### src/rtl/wddl_and_stage.sv
// wddl_and_stage: WDDL dual-rail AND stage with a precharge/evaluate phase FSM.
//   Result rails: y_t = AND over operands of the true rails, y_f = OR over operands of the false rails.
//   Latency: an operand accepted at edge k yields out_valid=1 after edge k+PRE_CYCLES.
//   Backpressure: in_ready is high only in IDLE; the result is held in EVAL until out_ready.
// Ports: clk/rst (sync, active-high); in_valid/in_ready/in_t/in_f operand side;
//   out_valid/out_ready/y_t/y_f result side; phase_eval marks EVAL; err is a sticky encoding error.
// Optional macro WDDL_AND_ERRCHK_EN: flags t==f operand bits at capture (sticky err)
//   and forces the affected result bits to 0/0. Without it, err is tied to 0.
module wddl_and_stage #(
  parameter int WIDTH      = 8,
  parameter int NUM_IN     = 2,
  parameter int PRE_CYCLES = 1
) (
  input  logic                    clk,
  input  logic                    rst,
  input  logic                    in_valid,
  output logic                    in_ready,
  input  logic [NUM_IN*WIDTH-1:0] in_t,
  input  logic [NUM_IN*WIDTH-1:0] in_f,
  output logic                    out_valid,
  input  logic                    out_ready,
  output logic [WIDTH-1:0]        y_t,
  output logic [WIDTH-1:0]        y_f,
  output logic                    phase_eval,
  output logic                    err
);

  localparam int CW = (PRE_CYCLES > 1) ? $clog2(PRE_CYCLES) : 1;
  localparam logic [CW-1:0] CNT_LOAD = CW'(PRE_CYCLES - 1);

  typedef enum logic [1:0] {
    IDLE = 2'd0,
    PRE  = 2'd1,
    EVAL = 2'd2
  } state_t;

  state_t                  state, state_nxt;
  logic [CW-1:0]           cnt;
  logic [NUM_IN*WIDTH-1:0] op_t, op_f;
  logic [WIDTH-1:0]        and_t, or_f, bad_bits;
  logic [WIDTH-1:0]        y_t_r, y_f_r;
  logic                    accept;

  assign accept = (state == IDLE) && in_valid;

  // Phase FSM: state register
  always_ff @(posedge clk) begin
    if (rst) state <= IDLE;
    else     state <= state_nxt;
  end

  // Phase FSM: next state
  always_comb begin
    state_nxt = state;
    case (state)
      IDLE:    if (in_valid)     state_nxt = PRE;
      PRE:     if (cnt == '0)    state_nxt = EVAL;
      EVAL:    if (out_ready)    state_nxt = IDLE;
      default:                   state_nxt = IDLE;
    endcase
  end

  // Reduction over the captured operands only, so outputs never see in_t/in_f directly.
  always_comb begin
    and_t = '1;
    or_f  = '0;
    for (int i = 0; i < NUM_IN; i++) begin
      and_t &= op_t[i*WIDTH +: WIDTH];
      or_f  |= op_f[i*WIDTH +: WIDTH];
    end
  end

`ifdef WDDL_AND_ERRCHK_EN
  logic [WIDTH-1:0] in_bad;
  logic             err_r;

  // A bit position is bad if any operand has t==f there (00 spacer or 11 illegal).
  always_comb begin
    in_bad   = '0;
    bad_bits = '0;
    for (int i = 0; i < NUM_IN; i++) begin
      in_bad   |= ~(in_t[i*WIDTH +: WIDTH] ^ in_f[i*WIDTH +: WIDTH]);
      bad_bits |= ~(op_t[i*WIDTH +: WIDTH] ^ op_f[i*WIDTH +: WIDTH]);
    end
  end

  always_ff @(posedge clk) begin
    if (rst)                     err_r <= 1'b0;
    else if (accept && |in_bad)  err_r <= 1'b1;
  end

  assign err = err_r;
`else
  assign bad_bits = '0;
  assign err      = 1'b0;
`endif

  // Datapath: operand capture, precharge countdown, result register
  always_ff @(posedge clk) begin
    if (rst) begin
      cnt   <= '0;
      op_t  <= '0;
      op_f  <= '0;
      y_t_r <= '0;
      y_f_r <= '0;
    end else begin
      if (accept) begin
        op_t <= in_t;
        op_f <= in_f;
        cnt  <= CNT_LOAD;
      end
      if (state == PRE) begin
        if (cnt == '0) begin
          // Evaluate: bad bit positions stay at the precharge value.
          y_t_r <= and_t & ~bad_bits;
          y_f_r <= or_f  & ~bad_bits;
        end else begin
          cnt <= cnt - 1'b1;
        end
      end
      // Return to precharge on the same edge the result is consumed.
      if ((state == EVAL) && out_ready) begin
        y_t_r <= '0;
        y_f_r <= '0;
      end
    end
  end

  assign in_ready   = (state == IDLE);
  assign out_valid  = (state == EVAL);
  assign phase_eval = (state == EVAL);
  assign y_t        = y_t_r;
  assign y_f        = y_f_r;

endmodule
### config.mk
export PLATFORM = sky130hd
export DESIGN_NAME = wddl_and_stage
export DESIGN_NICKNAME = d
export VERILOG_FILES = /design/src/rtl/wddl_and_stage.sv
export SDC_FILE = /design/constraint.sdc
export NUM_CORES = 1
export LEC_CHECK = 0
export ABC_CLOCK_PERIOD_IN_PS = 2100
export CAP_MARGIN = 0
export CORE_UTILIZATION = 50
export DETAILED_ROUTE_END_ITERATION = 6
export PLACE_DENSITY = 0.85
export SYNTH_ARGS = -nofsm -noshare
export SYNTH_HDL_FRONTEND = slang
export SYNTH_SLANG_ARGS = --single-unit
### constraint.sdc
create_clock -name clk -period 2.1 [get_ports clk]
set_input_delay 0.21 -clock clk [delete_from_list [all_inputs] [get_ports clk]]
set_output_delay 0.21 -clock clk [all_outputs]
set_load 0.005 [all_outputs]
==> results.md <==
* Status: completed
* Fillers at 317
* NetSw at 0.436 mW
* Slew @ Worst Pin at 0.632 ns
* Drt via density at 5.06
* Num Clock Sinks at 51
* FF+latch count, synth at between 50 and 60
* Syn_nets at 264
* Reg2reg end: y_f[2]
* Final Cycle Share at 89.4%
* Final setup fails at 0
* Final setup margin at 0.223 ns
* ANT nets after route at 0
* DR vias at 1640
* Setup Crit Path Kind: reg2out
* R2R depth at 3
* Register area share after synthesis at 53.8%
* Worst r2r src: state[0]
* Max Cap Viol at 0
* Die ar. at 4050 sq um
* # nets final at roughly 310
* Final hold vios at 0
* Design area at 2500 sq um
* M2 GR Usage at 34.6%
* Avg Cell Area, Syn at around 8.3 sq um
* Fmax at between 500 and 600 MHz
* Clk buf depth at 2
* Setup crit start kind: flip-flop
* Worst-skew pair later-pin latency at 0.29 ns
* RD Place Congestion at 0.729
* Initial antenna violation count at 0
* Setup TNS Final at 0 ns
* FP Rows at 22
* # hold bufs at CTS at 0
* Global-route wire length before repair at 6430 um
* Final HPWL DP at about 2600 um
* Vias in the first global route at 1475
* Final worst path period need at 1.88 ns
* Clk pwr share at 29.5%
* Initial drt markers at 97
* Wire length per cell at approximately 12 um
* Share of layout cells above drive strength 1 at 5.80%
* Width of the die at 63.6 um
* Worst Setup SP: state[1]
* Core ar. at 3660 sq um
* GR Util met3 at approximately 5%
* Rel. slew slack at between 50% and 60%
* Post-cts resize count at 0
* Max Slew Vio Count at 0
* Switching Share at a little under a quarter
* Cell Area, Placed at 2410 sq um
* # DRC at 0
* Critical path capture point: phase_eval
* WP data required at 1.89 ns
* Area delta synth->final at 31.6%
* CTS tree: yes
* Crit-path max FO at 8
* Gr ovfl total at 0
* Setup bufs post-CTS at 0
* Post-Syn Instances at 228
* RSZ-0062 raised after global routing: no
* Synth unique cells at 21
* Starting density of the core at 51.9%
* Grt peak-use layer: met2
* Leakage at 0.923 nW
* I/O pin cnt at 56
* Post-Place Worst Slack at around 0.46 ns
* Post-Syn Area at roughly 1900 sq um
* Gate power share at approximately 14%
* WP data arrival at 1.67 ns
* Clock tree root driver cell: clkbuf_8
* Power per Cell Area at approximately 740 nW/um^2
* Worst ir drop on vdd at 0.471 mV
* TritonCTS buffer count at 5
* Global routing usage on met1 at about a quarter
* Clock slew at reported path FFs at roughly 0.080 ns
* CTS H-Tree Depth at 2
* Reg power frac at 56.8%
* Reg-to-reg slack, setup at between 0.4 and 0.5 ns
* Port Buffers at 54
* Routed WL at 3730 um
* Clock Skew at 0.00330 ns
* Largest net degree at the start of global routing at 36
* Die Ht at 63.6 um
* Total track usage at 20.5%
* Total number of yosys warnings at 0
* Worst hold-check path type: in2reg
* Pint at 1.42 mW
* Critical Path Sink Type: output port
* Ant. Diodes at 0
* DRT Pass-1 Iters at 4
metrics by stage:
stage | utilization [%] | hold WS [ns] | total power [mW] | instances
after floorplan | - | 0.346 | 1.22 | 228
after global placement | 65.9 | 0.442 | 1.33 | 317
after detailed placement | 65.9 | 0.448 | 1.33 | 317
after CTS | 68.3 | 0.450 | 1.87 | 324
after global routing | 68.3 | 0.467 | 1.94 | 324
final | 68.3 | 0.452 | 1.85 | 324
worst max-delay path, cell delays in order, from the launching register on:
cell	delay, ns
dfxtp_1	0.53
nor2b_1	0.29
clkdlybuf4s50_1	0.56
how the worst min path moves through the flow:
stage                     endpoint  slack, ns  cells after the start  startpoint
final                     op_t[15]       0.45                      3    in_t[15]
after global routing      op_f[12]       0.47                      3    in_f[12]
after CTS                  op_f[1]       0.45                      3     in_f[1]
after detailed placement   op_f[4]       0.45                      2     op_f[4]
after global placement     op_f[5]       0.44                      2     op_f[5]
after floorplan            op_f[0]       0.35                      2     in_f[0]
power by group through the flow:
| stage | logic (mW) | clock network (mW) | registers (mW) |
|---|---|---|---|
| final | 0.255 | 0.547 | 1.05 |
| after global routing | 0.286 | 0.596 | 1.06 |
| after CTS | 0.258 | 0.559 | 1.05 |
| after detailed placement | 0.257 | 0 | 1.08 |
| after global placement | 0.252 | 0 | 1.07 |
| after floorplan | 0.152 | 0 | 1.06 |
layout by cell type, fill, tap and decap left out, drive strengths merged, types with 2 or more instances in the layout:
cell type / netlist / routed
nand2: 72 / 72
clkdlybuf4s50: 0 / 54
dfxtp: 51 / 51
a21oi: 41 / 41
nor3: 17 / 17
nor2: 9 / 9
nand3: 8 / 8
clkbuf: 4 / 6
buf: 15 / 6
nor3b: 2 / 2
or3b: 2 / 2
layer usage:
metal | share of wire (%) | vias to the layer above
met4 | 2.1 | 0
met3 | 5.2 | 11
met2 | 48 | 46
met1 | 44 | 742
met5 | 0 | -
li1 | - | 841
area by class of cell:
| cell class | instances | area [sq um] | share of cell area, % |
|---|---|---|---|
| Tap cell | 48 | 60.1 | 2.40 |
| Sequential cell | 51 | 1020 | 40.9 |
| Clock inverter | 1 | 5.00 | 0.200 |
| Multi-Input combinational cell | 158 | 744 | 29.8 |
| Timing Repair Buffer | 60 | 586 | 23.4 |
| Clock buffer | 6 | 82.6 | 3.30 |
flip-flops by register name, indices dropped and copies added (netlist names):
register	count
op_t	16
state	2
op_f	16
y_f	8
cnt	1
y_t	8
synthesized netlist by cell type:
cell type	count	share of area, %
or3b_1	2	0.92
nor3_2	1	0.53
o21bai_1	1	0.40
nand2_1	72	14
a21oi_1	41	11
mux2i_1	1	0.53
buf_4	5	2.0
clkbuf_1	4	0.79
nor3b_4	1	0.99
conb_1	1	0.20
nor2b_1	1	0.33
nor3_1	16	4.2
a21o_1	1	0.40
buf_6	6	3.6
nand3_1	8	2.1
nor2_1	9	1.8
dfxtp_1	51	54
and3b_1	1	0.46
nand2b_1	1	0.33
nor3b_2	1	0.66
buf_2	4	1.1
cell families after synthesis:
| logic type | synth area share [%] |
|---|---|
| AO/OA/AOI/OAI | 11.6 |
| buffers and inverters | 7.38 |
| flip-flops | 53.8 |
| multiplexers | 0.527 |
| other | 0.197 |
| AND/OR/NAND/NOR | 26.5 |
No activity file was read; power rests on OpenSTA's default activity.
